--- config.mk ---
export PLATFORM = sky130hd
export DESIGN_NAME = mem_load_store_unit_flat
export DESIGN_NICKNAME = d
export VERILOG_FILES = /design/src/rtl/mem_load_store_unit_if.sv /design/src/rtl/mem_load_store_unit.sv /design/src/flat_wrapper.sv
export SDC_FILE = /design/constraint.sdc
export NUM_CORES = 1
export LEC_CHECK = 0
export CORE_ASPECT_RATIO = 2
export CORE_UTILIZATION = 41
export DETAILED_ROUTE_END_ITERATION = 8
export PLACE_DENSITY = 0.77
export SLEW_MARGIN = 25
export SYNTH_ARGS = -nofsm -noshare
export SYNTH_HDL_FRONTEND = slang
export SYNTH_SLANG_ARGS = --single-unit
--- constraint.sdc ---
create_clock -name clk -period 2.8 [get_ports clk]
set_clock_uncertainty 0.05 [all_clocks]
set_input_delay 0.28 -clock clk [delete_from_list [all_inputs] [get_ports clk]]
set_output_delay 0.28 -clock clk [all_outputs]
set_load 0.1 [all_outputs]
--- src/rtl/mem_load_store_unit_if.sv ---
// CPU request/response channel and memory data port for mem_load_store_unit.
// The slave modport is the load/store unit; the master modport is the CPU/memory side.
interface mem_load_store_unit_if #(
   parameter int AW = 8
);
   logic          req_valid;
   logic          req_ready;
   logic          req_write;
   logic [1:0]    req_size;
   logic          req_signed;
   logic [31:0]   req_addr;
   logic [31:0]   req_wdata;
   logic          resp_valid;
   logic [31:0]   resp_rdata;
   logic          resp_err;
   logic [AW-1:0] mem_addr_data;
   logic          mem_read_en_data;
   logic          mem_write_en_data;
   logic [31:0]   mem_read_val_data;
   logic [31:0]   mem_write_val_data;

   modport slave (
      input  req_valid, req_write, req_size, req_signed, req_addr, req_wdata,
      input  mem_read_val_data,
      output req_ready, resp_valid, resp_rdata, resp_err,
      output mem_addr_data, mem_read_en_data, mem_write_en_data, mem_write_val_data
   );

   modport master (
      output req_valid, req_write, req_size, req_signed, req_addr, req_wdata,
      output mem_read_val_data,
      input  req_ready, resp_valid, resp_rdata, resp_err,
      input  mem_addr_data, mem_read_en_data, mem_write_en_data, mem_write_val_data
   );
endinterface

--- src/rtl/mem_load_store_unit.sv ---
// Single-request load/store unit: byte/halfword/word access to a word-wide memory,
// big-endian lanes, sub-word stores done as read-modify-write.
module mem_load_store_unit #(
   parameter  int MEM_WIDTH = 32,
   parameter  int MEM_SIZE  = 256,
   localparam int AW        = $clog2(MEM_SIZE)
) (
   input logic                  clk,
   input logic                  reset,
   mem_load_store_unit_if.slave bus
);
   localparam logic [1:0] IDLE = 2'd0;
   localparam logic [1:0] RD   = 2'd1;
   localparam logic [1:0] WR   = 2'd2;
   localparam logic [1:0] RESP = 2'd3;

   localparam logic [1:0] SZ_BYTE = 2'b00;
   localparam logic [1:0] SZ_HALF = 2'b01;
   localparam logic [1:0] SZ_WORD = 2'b10;

   logic [1:0]           state_q, state_d;
   logic                 write_q, write_d;
   logic [1:0]           size_q, size_d;
   logic                 signed_q, signed_d;
   logic [AW+1:0]        addr_q, addr_d;
   logic [15:0]          wdata_q, wdata_d;
   logic                 err_q, err_d;
   logic [MEM_WIDTH-1:0] word_q, word_d;
   logic [MEM_WIDTH-1:0] wval_q, wval_d;

   logic                 req_err;
   logic [31:0]          merged;
   logic [7:0]           lane_byte [4];
   logic [7:0]           byte_val;
   logic [15:0]          half_val;
   logic [31:0]          load_val;

   assign req_err = (bus.req_size == 2'b11)
                  || (bus.req_size == SZ_HALF && bus.req_addr[0])
                  || (bus.req_size == SZ_WORD && bus.req_addr[1:0] != 2'b00)
                  || (bus.req_addr >= 32'(MEM_SIZE * 4));

   // Lane 0 is the most significant byte; a halfword covers lanes {0,1} or {2,3}.
   for (genvar gi = 0; gi < 4; gi++) begin : g_lane
      localparam int   HI       = 31 - 8 * gi;
      localparam int   WHI      = 15 - 8 * (gi % 2);
      localparam logic HALF_SEL = (gi >= 2);
      logic byte_hit, half_hit;
      assign byte_hit = (size_q == SZ_BYTE) && (addr_q[1:0] == 2'(gi));
      assign half_hit = (size_q == SZ_HALF) && (addr_q[1] == HALF_SEL);
      assign merged[HI -: 8] = byte_hit ? wdata_q[7:0] :
                               half_hit ? wdata_q[WHI -: 8] :
                                          bus.mem_read_val_data[HI -: 8];
      assign lane_byte[gi] = word_q[HI -: 8];
   end

   assign byte_val = lane_byte[addr_q[1:0]];
   assign half_val = addr_q[1] ? word_q[15:0] : word_q[31:16];

   always_comb begin
      load_val = word_q;
      case (size_q)
         SZ_BYTE: load_val = {{24{signed_q & byte_val[7]}}, byte_val};
         SZ_HALF: load_val = {{16{signed_q & half_val[15]}}, half_val};
         default: load_val = word_q;
      endcase
   end

   always_comb begin
      state_d  = state_q;
      write_d  = write_q;
      size_d   = size_q;
      signed_d = signed_q;
      addr_d   = addr_q;
      wdata_d  = wdata_q;
      err_d    = err_q;
      word_d   = word_q;
      wval_d   = '0;
      case (state_q)
         IDLE: begin
            if (bus.req_valid) begin
               write_d  = bus.req_write;
               size_d   = bus.req_size;
               signed_d = bus.req_signed;
               addr_d   = bus.req_addr[AW+1:0];
               wdata_d  = bus.req_wdata[15:0];
               err_d    = req_err;
               if (req_err) begin
                  state_d = RESP;
               end else if (bus.req_write && bus.req_size == SZ_WORD) begin
                  state_d = WR;
                  wval_d  = bus.req_wdata;
               end else begin
                  state_d = RD;
               end
            end
         end
         RD: begin
            // The read word is captured here and also merged directly for a store.
            word_d = bus.mem_read_val_data;
            if (write_q) begin
               state_d = WR;
               wval_d  = merged;
            end else begin
               state_d = RESP;
            end
         end
         WR:      state_d = RESP;
         default: state_d = IDLE;
      endcase
   end

   always_ff @(posedge clk or posedge reset) begin
      if (reset) begin
         state_q  <= IDLE;
         write_q  <= 1'b0;
         size_q   <= 2'b00;
         signed_q <= 1'b0;
         addr_q   <= '0;
         wdata_q  <= '0;
         err_q    <= 1'b0;
         word_q   <= '0;
         wval_q   <= '0;
      end else begin
         state_q  <= state_d;
         write_q  <= write_d;
         size_q   <= size_d;
         signed_q <= signed_d;
         addr_q   <= addr_d;
         wdata_q  <= wdata_d;
         err_q    <= err_d;
         word_q   <= word_d;
         wval_q   <= wval_d;
      end
   end

   assign bus.req_ready          = (state_q == IDLE);
   assign bus.resp_valid         = (state_q == RESP);
   assign bus.resp_err           = (state_q == RESP) && err_q;
   assign bus.resp_rdata         = (state_q == RESP && !err_q && !write_q) ? load_val : 32'h0;
   assign bus.mem_addr_data      = addr_q[AW+1:2];
   assign bus.mem_read_en_data   = (state_q == RD);
   assign bus.mem_write_en_data  = (state_q == WR);
   assign bus.mem_write_val_data = wval_q;
endmodule

--- src/flat_wrapper.sv ---
// flat-port wrapper written by rule: the top's interface ports become plain ports
module mem_load_store_unit_flat 
#(
   parameter  int MEM_WIDTH = 32,
   parameter  int MEM_SIZE  = 256,
   localparam int AW        = $clog2(MEM_SIZE)
)
  (clk, reset, bus_req_valid, bus_req_write, bus_req_size, bus_req_signed, bus_req_addr, bus_req_wdata, bus_mem_read_val_data, bus_req_ready, bus_resp_valid, bus_resp_rdata, bus_resp_err, bus_mem_addr_data, bus_mem_read_en_data, bus_mem_write_en_data, bus_mem_write_val_data);
  mem_load_store_unit_if #(.AW(8)) bus_i ();
  input logic clk;
  input logic reset;
  input wire logic [$bits(bus_i.req_valid)-1:0] bus_req_valid;
  input wire logic [$bits(bus_i.req_write)-1:0] bus_req_write;
  input wire logic [$bits(bus_i.req_size)-1:0] bus_req_size;
  input wire logic [$bits(bus_i.req_signed)-1:0] bus_req_signed;
  input wire logic [$bits(bus_i.req_addr)-1:0] bus_req_addr;
  input wire logic [$bits(bus_i.req_wdata)-1:0] bus_req_wdata;
  input wire logic [$bits(bus_i.mem_read_val_data)-1:0] bus_mem_read_val_data;
  output wire logic [$bits(bus_i.req_ready)-1:0] bus_req_ready;
  output wire logic [$bits(bus_i.resp_valid)-1:0] bus_resp_valid;
  output wire logic [$bits(bus_i.resp_rdata)-1:0] bus_resp_rdata;
  output wire logic [$bits(bus_i.resp_err)-1:0] bus_resp_err;
  output wire logic [$bits(bus_i.mem_addr_data)-1:0] bus_mem_addr_data;
  output wire logic [$bits(bus_i.mem_read_en_data)-1:0] bus_mem_read_en_data;
  output wire logic [$bits(bus_i.mem_write_en_data)-1:0] bus_mem_write_en_data;
  output wire logic [$bits(bus_i.mem_write_val_data)-1:0] bus_mem_write_val_data;
  assign bus_i.req_valid = bus_req_valid;
  assign bus_i.req_write = bus_req_write;
  assign bus_i.req_size = bus_req_size;
  assign bus_i.req_signed = bus_req_signed;
  assign bus_i.req_addr = bus_req_addr;
  assign bus_i.req_wdata = bus_req_wdata;
  assign bus_i.mem_read_val_data = bus_mem_read_val_data;
  assign bus_req_ready = bus_i.req_ready;
  assign bus_resp_valid = bus_i.resp_valid;
  assign bus_resp_rdata = bus_i.resp_rdata;
  assign bus_resp_err = bus_i.resp_err;
  assign bus_mem_addr_data = bus_i.mem_addr_data;
  assign bus_mem_read_en_data = bus_i.mem_read_en_data;
  assign bus_mem_write_en_data = bus_i.mem_write_en_data;
  assign bus_mem_write_val_data = bus_i.mem_write_val_data;
  mem_load_store_unit #(.MEM_WIDTH(MEM_WIDTH), .MEM_SIZE(MEM_SIZE)) u_core (.clk(clk), .reset(reset), .bus(bus_i));
endmodule
==> results by group <==
Outcome
  • Result of the run: finished clean

Placed design
  • Placed insts: ~850
  • Post-placement worst setup slack: 444 ps
  • Final weighted congestion in routability-driven placement: 0.908
  • Buffers on Ports: ~180
  • Detailed Place HPWL: 13.2 mm
  • Area after detailed placement: about 7400 um2

Route
  • Length of the first detailed-routing pass in iterations: 5
  • Number of remaining DRC errors: 0
  • Count of antenna-violating nets left after detailed routing: 0
  • Number of DRC markers after the initial detailed-route iteration: 424
  • Vias post-DR: about 4900
  • Average vias per placed instance: between 5 and 6
  • Total wirelength of the detailed-routed design: 17.6 mm
  • Detail-routed net length per standard cell: 20.3 um

Worst setup path
  • Critical path required time: 2470 ps
  • Startpoint-to-endpoint class of the critical path: reg2out
  • Crit path max fanout: 13
  • Setup crit start kind: register
  • Worst EP arrival: 2340 ps
  • Critical Path Sink Type: output pin

GRT
  • Vias in the first global route: roughly 5000
  • Number of antenna violations at the first check in global routing: 0
  • All-Layer GR Usage: 28.4%
  • Grt ovf: 0
  • Maximum number of pins on one net before global-route repair: 98
  • Wire length of the first global-routing pass: 27.2 mm

Synthesis
  • Number of standard cells after synthesis: 563
  • Top FF cell, synth: sky130_fd_sc_hd__dfrtp_1
  • Count of cell types in the netlist: 43
  • Synth Register Bits: a little under 100
  • Net Count, Synth: 670
  • Number of synthesized flops with an enable pin: 0
  • Number of warnings printed during yosys synthesis: 0
  • Cell area after technology mapping: between 5000 and 6000 um2
  • Sequential element share of the synthesized area: 46.8%
  • Post-synthesis area per instance: roughly 9.2 um2
  • Share of synthesized flip-flops with an asynchronous set or reset: 100%

Floorplan
  • Floorplan die area: 13100 um2
  • Effective utilization at floorplan: 42.5%
  • Site row count: 57
  • Vertical die dimension: 161 um
  • Core region area: 12200 um2
  • Top Ports: 180
  • X dimension of the die: 81.5 um

Timing
  • Actual transition at the worst max-transition pin: 813 ps
  • Minimum setup slack in the final design: 130 ps
  • Final count of negative-setup-slack endpoints: 0
  • Share of the clock period used by the worst path: between 90% and 100%
  • Number of hold violations in the final report: 0
  • Max Freq: 375 MHz
  • Normalized max-slew margin: between 40 and 50%
  • Max Transition Viols Final: 0
  • Setup repair after global routing missed its margin: false
  • Post-layout minimum cycle time: 2670 ps
  • Post-Route Hold Slack: 369 ps

Layout
  • Antenna diode count: 0
  • Net count of the finished layout: 820
  • Fill cells: 970
  • Area grow syn2layout: 48.2%
  • Finished layout cell area: 7680 um2
  • Non-filler instance count after layout: about 870
  • Proportion of layout cells with a drive suffix above 1: 24.9%

Power and ir drop
  • Design internal power: between 4 and 5 mW
  • Clock network fraction of total power: roughly 13%
  • Sequential power share: 29.5%
  • Leak Pwr: 3.38 nW
  • Pwr Total: 8.66 mW
  • Max rail drop VDD: between 0.001 and 0.0015 V
  • Ratio of total power to cell area: 1130 nW/um2
  • Combinational Power Share: about 57%
  • Proportion of total power due to net switching: 51.6%
  • Net switching component of the power: 4.47 mW

Clock network
  • Quantity of hold-fixing buffers added after cts: 0
  • TritonCTS clock tree: yes
  • Clock transition at the registers of the reported paths: 60 ps
  • H-tree level count: 3
  • Number of setup buffers added after CTS: 0
  • Cts bufs inserted: 9
  • Sink count of the clock tree: 97
  • Cell chosen for the clock root: sky130_fd_sc_hd__clkbuf_16
  • Max clock buf depth: 2
  • Clock insertion delay at the later pin of the skew report: 340 ps

Worst hold path
  • Type of the most critical hold path: in2async

Run
  • Maxcap violations: 0
==> synth_stat cells, types with 2 or more instances <==
cell type                  instances  share of area, %
sky130_fd_sc_hd__nand2_1         139                10
sky130_fd_sc_hd__dfrtp_1          97                47
sky130_fd_sc_hd__a21oi_1          36               3.5
sky130_fd_sc_hd__mux2_2           31               6.7
sky130_fd_sc_hd__nor2_1           31               2.2
sky130_fd_sc_hd__o21ai_0          28               2.7
sky130_fd_sc_hd__nand3_1          25               2.4
sky130_fd_sc_hd__clkbuf_1         24               1.7
sky130_fd_sc_hd__a31o_1           17               2.9
sky130_fd_sc_hd__mux2i_1          16               3.1
sky130_fd_sc_hd__a31o_2           15               2.5
sky130_fd_sc_hd__buf_4            11               1.6
sky130_fd_sc_hd__nor3b_1           9               1.3
sky130_fd_sc_hd__a211oi_1          8               1.2
sky130_fd_sc_hd__a22oi_1           8               1.2
sky130_fd_sc_hd__a311oi_1          8               1.4
sky130_fd_sc_hd__buf_2             8              0.77
sky130_fd_sc_hd__inv_1             6              0.43
sky130_fd_sc_hd__buf_1             5              0.36
sky130_fd_sc_hd__buf_6             5               1.1
sky130_fd_sc_hd__nor4_1            5              0.60
sky130_fd_sc_hd__ha_1              4              0.97
sky130_fd_sc_hd__nor2b_1           3              0.36
sky130_fd_sc_hd__and2_1            2              0.24
sky130_fd_sc_hd__nand3b_1          2              0.29
sky130_fd_sc_hd__nor3_1            2              0.19
sky130_fd_sc_hd__or2_2             2              0.24
==> worst max-delay path: stages (launching register included) <==
cell                      delay (ps)
sky130_fd_sc_hd__dfrtp_1         540
sky130_fd_sc_hd__inv_1           440
sky130_fd_sc_hd__nand2_1         280
sky130_fd_sc_hd__a22oi_1         430
sky130_fd_sc_hd__a21oi_4         120
sky130_fd_sc_hd__buf_12          180
==> repair_timing <==
action | in CTS | in global routing
resized for setup | 0 | 4
setup endpoints to repair | 0 | 30
endpoints found under the hold margin | 0 | 0
==> stage by stage <==
stage	utilization, %	setup TNS [ps]
floorplan	-	-177
finish	63.0	0
global placement	60.6	0
detailed placement	60.6	0
global route	63.0	0
CTS	62.9	0
==> layer usage <==
metal / up-vias / wire length (um) / GRT usage, %
li1: 2256 / - / -
met1: 2329 / 5690 / 28.5
met2: 247 / 9690 / 51.3
met3: 79 / 875 / 4.01
met4: 0 / 1350 / 19.6
met5: - / 0 / 0
==> cells by family after synthesis <==
logic type | synth area share (%)
and+or+nand+nor | 19.4
AOI/OAI and AO/OA | 16.5
DFF | 46.8
buffers and inverters | 5.99
muxes | 10.3
adders and majority gates | 0.966
==> registers in the layout, summed over array words and instances, names as in the netlist <==
| register | cells |
|---|---|
| u_core.bus.mem_write_val_data | 32 |
| u_core.err_q | 1 |
| u_core.state_q | 2 |
| u_core.wdata_q | 16 |
| u_core.signed_q | 1 |
| u_core.addr_q | 10 |
| u_core.write_q | 1 |
| u_core.lane_byte | 32 |
| u_core.size_q | 2 |
==> layout by cell type, fill, tap and decap left out, drive strengths merged, types with 3 or more instances in the layout <==
cell           Yosys  routed
nand2            139     139
clkdlybuf4s50      0     102
nor4               5       5
a31o              32      32
dfrtp             97      97
buf               29      90
nor2              32      32
ha                 4       4
a211oi             8       8
a311oi             8       8
nand3             25      25
mux2i             16      16
o21ai             28      28
nor3b              9       9
a22oi              8       8
a21oi             36      36
inv                6       5
nor3               3       3
mux2              31      31
clkbuf            24      14
nor2b              4       4
==> power by group through the flow <==
| stage | logic, mW | registers [mW] | clock network [mW] |
|---|---|---|---|
| final | 4.94 | 2.55 | 1.16 |
| after global routing | 5.23 | 2.62 | 1.24 |
| after CTS | 4.92 | 2.52 | 1.18 |
| after detailed placement | 4.90 | 2.54 | 0 |
| after global placement | 4.81 | 2.52 | 0 |
| after floorplan | 3.33 | 2.89 | 0 |
==> final cells by class <==
type	count	area (um2)	area share [%]
clock buffer	14	264	3.44
clock inverter	2	12.5	0.163
inverter	6	26.3	0.342
multi-input combinational	407	2630	34.2
sequential	97	2430	31.6
tap	147	184	2.40
timing repair buffer	192	2130	27.8
==> worst paths after layout <==
path / endpoint / startpoint / depth (start not counted) / slack [ps]
min reg2reg: u_core.addr_q[9] / u_core.addr_q[9] / 2 / 440
min in group clk: u_core.addr_q[5] / bus_req_addr[5] / 3 / 420
max in group asynchronous: u_core.size_q[0] / reset / 3 / 1900
max: bus_resp_rdata[8] / u_core.size_q[1] / 5 / 130
min: u_core.bus.mem_write_val_data[1] / reset / 3 / 370
max reg2reg: u_core.bus.mem_write_val_data[30] / u_core.addr_q[1] / 6 / 580
Note: power is estimated with default switching activity, not from simulation.
